### src/rtl/spi_master_arbiter_pkg.sv
// rtl/spi_master_arbiter_pkg.sv - shared state encoding and SPI register bit positions
// Imported by the arbiter top and its round-robin sub-module.
package spi_master_arbiter_pkg;

  typedef enum logic [2:0] {
    ST_INIT,
    ST_IDLE,
    ST_WRITE,
    ST_POLL,
    ST_READ,
    ST_DONE
  } state_t;

  localparam int SPIF_BIT = 7;
  localparam int EN_BIT   = 6;
  localparam int MSTR_BIT = 4;

  // Enabled master, mode 0, MSB first, fosc/4.
  localparam logic [7:0] SPCR_INIT_DEFAULT = 8'((1 << EN_BIT) | (1 << MSTR_BIT));

endpackage

### src/rtl/spi_master_arbiter_rr_arb2.sv
// rtl/spi_master_arbiter_rr_arb2.sv - 2-way round-robin arbiter with lock and last-grant register
// A held lock restricts the grant to the locked requester.
module spi_rr_arb2
  import spi_master_arbiter_pkg::*;
(
  input  logic       clk,
  input  logic       rst,
  input  logic [1:0] req,
  input  logic       lock_en,
  input  logic       lock_id,
  output logic [1:0] gnt
);

  logic last;

  always_comb begin
    gnt = 2'b00;
    if (lock_en) begin
      gnt[lock_id] = req[lock_id];
    end else begin
      case (req)
        2'b01:   gnt = 2'b01;
        2'b10:   gnt = 2'b10;
        2'b11:   gnt = last ? 2'b01 : 2'b10;
        default: gnt = 2'b00;
      endcase
    end
  end

  // last=1 means requester 1 was served most recently, so requester 0 is favoured.
  always_ff @(posedge clk or posedge rst) begin
    if (rst) begin
      last <= 1'b1;
    end else if (|gnt) begin
      last <= gnt[1];
    end
  end

endmodule

### src/rtl/spi_master_arbiter.sv
// rtl/spi_master_arbiter.sv - sequences the SPI master registers for two byte-stream requesters
// Optional SPIF poll watchdog enabled by defining SPI_ARB_TIMEOUT_EN.
module spi_master_arbiter
  import spi_master_arbiter_pkg::*;
#(
  parameter int         BUS_ADDR_DATA_LEN = 6,
  parameter int         SPCR_ADDR         = 0,
  parameter int         SPSR_ADDR         = 1,
  parameter int         SPDR_ADDR         = 2,
  parameter logic [7:0] SPCR_INIT         = SPCR_INIT_DEFAULT,
  parameter int         TIMEOUT_CYCLES    = 1023
) (
  input  logic                         clk,
  input  logic                         rst,
  input  logic                         req0_valid,
  input  logic [7:0]                   req0_data,
  input  logic                         req0_cs_hold,
  output logic                         req0_ready,
  output logic [7:0]                   req0_rdata,
  output logic                         req0_rvalid,
  input  logic                         req1_valid,
  input  logic [7:0]                   req1_data,
  input  logic                         req1_cs_hold,
  output logic                         req1_ready,
  output logic [7:0]                   req1_rdata,
  output logic                         req1_rvalid,
  output logic                         cs0_n,
  output logic                         cs1_n,
  output logic [BUS_ADDR_DATA_LEN-1:0] spi_addr,
  output logic                         spi_wr,
  output logic                         spi_rd,
  output logic [7:0]                   spi_wdata,
  input  logic [7:0]                   spi_rdata,
  output logic                         busy,
  output logic                         err
);

  localparam logic [BUS_ADDR_DATA_LEN-1:0] A_SPCR = BUS_ADDR_DATA_LEN'(SPCR_ADDR);
  localparam logic [BUS_ADDR_DATA_LEN-1:0] A_SPSR = BUS_ADDR_DATA_LEN'(SPSR_ADDR);
  localparam logic [BUS_ADDR_DATA_LEN-1:0] A_SPDR = BUS_ADDR_DATA_LEN'(SPDR_ADDR);

  state_t     state, state_d;
  logic       owner, hold_q, lock_en, gap_q, tmo_hit, cs_active;
  logic [7:0] data_q, rdata0_q, rdata1_q;
  logic [1:0] gnt;

  spi_rr_arb2 u_arb (
    .clk     (clk),
    .rst     (rst),
    .req     ({req1_valid, req0_valid} & {2{state == ST_IDLE}}),
    .lock_en (lock_en),
    .lock_id (owner),
    .gnt     (gnt)
  );

  always_comb begin
    state_d   = state;
    spi_wr    = 1'b0;
    spi_rd    = 1'b0;
    spi_addr  = '0;
    spi_wdata = 8'h00;
    case (state)
      ST_INIT: begin
        // INIT is also the reset state; keep the bus quiet while rst is held.
        if (!rst) begin
          spi_wr    = 1'b1;
          spi_addr  = A_SPCR;
          spi_wdata = SPCR_INIT;
        end
        state_d = ST_IDLE;
      end
      ST_IDLE:  if (|gnt) state_d = ST_WRITE;
      ST_WRITE: begin
        spi_wr    = 1'b1;
        spi_addr  = A_SPDR;
        spi_wdata = data_q;
        state_d   = ST_POLL;
      end
      ST_POLL: begin
        spi_rd   = 1'b1;
        spi_addr = A_SPSR;
        if (spi_rdata[SPIF_BIT]) state_d = ST_READ;
        else if (tmo_hit)        state_d = ST_DONE;
      end
      ST_READ: begin
        // First READ cycle leaves rd low so the peripheral sees a falling edge.
        if (!gap_q) begin
          spi_rd   = 1'b1;
          spi_addr = A_SPDR;
          state_d  = ST_DONE;
        end
      end
      ST_DONE: state_d = ST_IDLE;
      default: state_d = ST_IDLE;
    endcase
  end

  always_ff @(posedge clk or posedge rst) begin
    if (rst) begin
      state    <= ST_INIT;
      owner    <= 1'b0;
      hold_q   <= 1'b0;
      lock_en  <= 1'b0;
      gap_q    <= 1'b0;
      data_q   <= 8'h00;
      rdata0_q <= 8'h00;
      rdata1_q <= 8'h00;
    end else begin
      state <= state_d;
      gap_q <= (state == ST_POLL) && (state_d == ST_READ);
      if (|gnt) begin
        owner  <= gnt[1];
        data_q <= gnt[1] ? req1_data : req0_data;
        hold_q <= gnt[1] ? req1_cs_hold : req0_cs_hold;
      end
      if (state == ST_READ && !gap_q) begin
        if (owner) rdata1_q <= spi_rdata;
        else       rdata0_q <= spi_rdata;
      end
      // Aborted byte: return 8'hFF and drop any lock so CS is released.
      if (state == ST_POLL && state_d == ST_DONE) begin
        hold_q <= 1'b0;
        if (owner) rdata1_q <= 8'hFF;
        else       rdata0_q <= 8'hFF;
      end
      if (state == ST_DONE) lock_en <= hold_q;
    end
  end

`ifdef SPI_ARB_TIMEOUT_EN
  localparam int TMO_W = (TIMEOUT_CYCLES > 1) ? $clog2(TIMEOUT_CYCLES) : 1;

  logic [TMO_W-1:0] tmo_cnt;
  logic             err_q;

  assign tmo_hit = (tmo_cnt == TMO_W'(TIMEOUT_CYCLES - 1));
  assign err     = err_q;

  always_ff @(posedge clk or posedge rst) begin
    if (rst) begin
      tmo_cnt <= '0;
      err_q   <= 1'b0;
    end else begin
      tmo_cnt <= (state == ST_POLL) ? tmo_cnt + 1'b1 : '0;
      if (state == ST_POLL && state_d == ST_DONE) err_q <= 1'b1;
    end
  end
`else
  assign tmo_hit = 1'b0;
  assign err     = 1'b0;
  if (TIMEOUT_CYCLES < 1) begin : g_timeout_out_of_range
  end
`endif

  assign cs_active = (state inside {ST_WRITE, ST_POLL, ST_READ, ST_DONE}) ||
                     (state == ST_IDLE && lock_en);
  assign cs0_n       = !((cs_active && !owner) || gnt[0]);
  assign cs1_n       = !((cs_active && owner) || gnt[1]);
  assign req0_ready  = gnt[0];
  assign req1_ready  = gnt[1];
  assign req0_rvalid = (state == ST_DONE) && !owner;
  assign req1_rvalid = (state == ST_DONE) && owner;
  assign req0_rdata  = rdata0_q;
  assign req1_rdata  = rdata1_q;
  assign busy        = (state != ST_IDLE);

endmodule
### config.mk
export PLATFORM = sky130hd
export DESIGN_NAME = spi_master_arbiter
export DESIGN_NICKNAME = d
export VERILOG_FILES = /design/src/rtl/spi_master_arbiter_pkg.sv /design/src/rtl/spi_master_arbiter_rr_arb2.sv /design/src/rtl/spi_master_arbiter.sv
export SDC_FILE = /design/constraint.sdc
export NUM_CORES = 1
export LEC_CHECK = 0
export CORE_MARGIN = 8
export CORE_UTILIZATION = 25
export DETAILED_ROUTE_END_ITERATION = 12
export GPL_TIMING_DRIVEN = 1
export PLACE_DENSITY = 0.53
export SKIP_CTS_REPAIR_TIMING = 1
export SYNTH_ARGS = -nofsm -noshare
export SYNTH_HDL_FRONTEND = slang
export SYNTH_SLANG_ARGS = --single-unit
### constraint.sdc
create_clock -name clk -period 1.58 [get_ports clk]
set_input_delay 0.316 -clock clk [delete_from_list [all_inputs] [get_ports clk]]
set_output_delay 0.316 -clock clk [all_outputs]
set_load 0.05 [all_outputs]
==> summary.md <==
| Metric | Value |
|---|---|
| Slowest CP cell | `dfrtp_2` |
| Fin cells | `about 330` |
| Layout Nets | `roughly 280` |
| Number of global-route vias before repair | `1571` |
| Syn-to-layout area delta | `90.57%` |
| Pwr dens | `2432 nW/um^2` |
| Flops & latches, synth | `32` |
| Top cells by area, synth | `dfrtp_1, mux2_2, mux2_4, buf_4, nor2_1` |
| Final HPWL DP | `approximately 3400 um` |
| Final setup fails | `46` |
| Site Rows | `30` |
| PortBufs | `64` |
| Synth cell types | `33` |
| Period utilization | `125.0%` |
| F_max | `0.5062 GHz` |
| Hold Crit Class | `register to register` |
| Vias per cell | `around 4.3` |
| Critical Path Source Type | `register` |
| Met2 WL post-DR | `approximately 2100 um` |
| Fraction of registers with async set or reset after synthesis | `100.0%` |
| Fin crit period | `1.975 ns` |
| Failing checks | `setup timing` |
| Clk_lat worst skew | `0.28 ns` |
| Max incr delay on CP | `between 0.4 and 0.5 ns` |
| Int Pwr | `roughly 4.4 mW` |
| Lkg Pwr | `1.472 nW` |
| CP required | `roughly 1.3 ns` |
| Arr. time, crit path | `between 1.5 and 2 ns` |
| Drt drc | `0` |
| CTS tree | `yes` |
| Clock transition at path regs | `roughly 0.07 ns` |
| Setup CP Type | `register to output port` |
| Slew Viols, Final | `0` |
| Die footprint | `slightly below 10000 um^2` |
| Initial core utilization | `about a quarter` |
| Antenna-violating nets left | `0` |
| Number of flops mapped to enable cells by yosys | `0` |
| Status | `finished with violations` |
| Routed WL per cell | `around 14 um` |
| Layout fillers | `approximately 610` |
| Number of failing hold endpoints at the final stage | `0` |
| M1 wire length | `just under 2000 um` |
| Vias | `1387` |
| Sequential share of power | `19.6%` |
| DR top layer | `met4` |
| Synth area leader | `dfrtp_1` |
| DR WL met3 | `445 um` |
| Clk root buf | `clkbuf_8` |
| Clock Power Share | `8.3%` |
| Layout cells sized above 1 | `about 62%` |
| Post-route worst setup slack | `-0.3954 ns` |
| Overall Power | `7.868 mW` |
| Yosys top cell area share | `roughly 46%` |
| Core ar. | `around 6700 um^2` |
| Largest net degree at the start of global routing | `33` |
| Post-synthesis sequential area ratio | `a little under half` |
| Total grt overflow | `0` |
| Switching share of power | `44.02%` |
| Detailed router's first-iteration violation count | `20` |
| IO Pins | `70` |
| Sw Pwr | `around 3.5 mW` |
| Gr usage total | `under 10%` |
| Antenna violations before repair | `0` |
| Synth warn | `0` |
| Die X-Extent | `about 100 um` |
| Post-Syn Area per Cell | `roughly 12 um^2` |
| Cells along the critical path | `buf_6 -> or3b_4 -> nor2_4 -> or2_4 -> buf_12` |
| Longest Clk Path Bufs | `2` |
| Max VDD drop | `about 1500 uV` |
| Max Clock Skew | `between 0.005 and 0.006 ns` |
| First-pass GRT wire length | `~7300 um` |
| Placed Cells incl. Taps | `310` |
| Nature of the critical path endpoint | `output port` |
| Comb pwr share | `72.2%` |
| Total routed wirelength | `around 4600 um` |
| Main synth FF type | `dfrtp_1` |
| Post-Syn Instances | `approximately 140` |
| Diodes inserted | `0` |
| Max Cap Viol | `0` |
| CP max FO | `3` |
| RSZ-0062 raised after global routing | `yes` |
| Die Span Y | `slightly below 100 um` |
| H-Tree Depth | `2` |
| 1st-pass router iterations | `4` |
| Final GP Congestion | `between 0.7 and 0.8` |
| Total CTS buffers | `5` |
| Synthesized area | `between 1500 and 2000 um^2` |
| CTS sink count | `32` |
placed cells by master (no fill, tap or decap), types with 2 or more instances in the layout:
cell              n
clkbuf_8          6
or3b_4            2
clkinvlp_4        2
nor2_2            2
conb_1            5
nand2_1           5
and2_4            7
nand3b_1          3
a21oi_4           4
nor2_4            6
nand2b_4          3
inv_2             2
mux2_4           20
buf_4            36
buf_6            19
mux2_2           10
mux2i_1           4
o21ai_0           2
nor2_1            3
clkbuf_1          2
buf_12           20
clkdlybuf4s50_1  28
inv_1             4
dfrtp_1          30
power groups by stage:
stage	clock [mW]	sequential (mW)	combinational, mW
2_1_floorplan	0	2.19	2.46
3_3_place_gp	0	1.52	5.11
3_5_place_dp	0	1.52	5.12
4_1_cts	0.679	1.52	5.14
5_1_grt	0.707	1.60	5.96
6_report	0.650	1.54	5.68
final cells by class:
type / count / area (um^2) / area share [%]
flip-flops and latches: 32 / 803.3 / 24.83
multi-input cells: 92 / 1006 / 31.09
clock buffers: 8 / 90.09 / 2.784
well taps: 80 / 100.1 / 3.094
repair buffers: 105 / 1192 / 36.85
inverters: 9 / 43.79 / 1.353
metal layers:
layer  up-vias  global-route usage [%]
li1        674                       -
met1       663                   10.29
met2        48                   14.86
met3         2                   4.933
met4         0                   2.834
met5         -                       0
final timing paths:
| check | start | to | slack [ns] | cells after the start |
|---|---|---|---|---|
| min reg2reg | hold_q | lock_en | 0.51 | 1 |
| min | hold_q | lock_en | 0.51 | 1 |
| max in group asynchronous | rst | u_arb.last | 0.72 | 3 |
| min in group asynchronous | rst | data_q[1] | 0.54 | 3 |
| max reg2reg | state[2] | data_q[5] | -0.29 | 6 |
| max | state[1] | spi_rd | -0.40 | 5 |
synth_stat cells, types with 2 or more instances:
library cell and instances:
nand2b_1 3, mux2i_1 4, mux2_4 12, o21ai_0 3
and2_1 6, inv_1 9, buf_4 6, a211oi_1 2
nor2_1 11, nand3b_1 3, buf_6 3, a21oi_1 6
dfrtp_1 31, mux2_2 18, nand2_1 5, buf_2 2
critical path, delay by kind of cell (launching register included):
| kind | cells | cell delay, ns |
|---|---|---|
| buffers and inverters | 2 | 0.26 |
| flip-flops | 1 | 0.44 |
| AND/OR/NAND/NOR | 3 | 0.69 |
metrics by stage:
step	util, %	setup slack (ns)	area, um^2	hold WS [ns]	TNS [ns]
3_3_place_gp	43.30	-0.4344	2893	0.4853	-8.022
2_1_floorplan	-	-0.4059	1866	0.2605	-6.070
5_1_grt	48.43	-0.4522	3236	0.5329	-12.76
4_1_cts	44.64	-0.4373	2983	0.5073	-10.77
6_report	48.43	-0.3954	3236	0.5057	-9.774
3_5_place_dp	43.30	-0.4317	2893	0.4848	-7.950
cell families after synthesis:
group                  after synthesis  synth area share, %
AO/OA/AOI/OAI                       14                5.453
AND/OR/NAND/NOR                     38                14.08
buffers and inverters               21                7.442
multiplexers                        35                25.57
other                                1               0.2209
flip-flops                          32                47.24
Note: power is estimated with default switching activity, not from simulation.
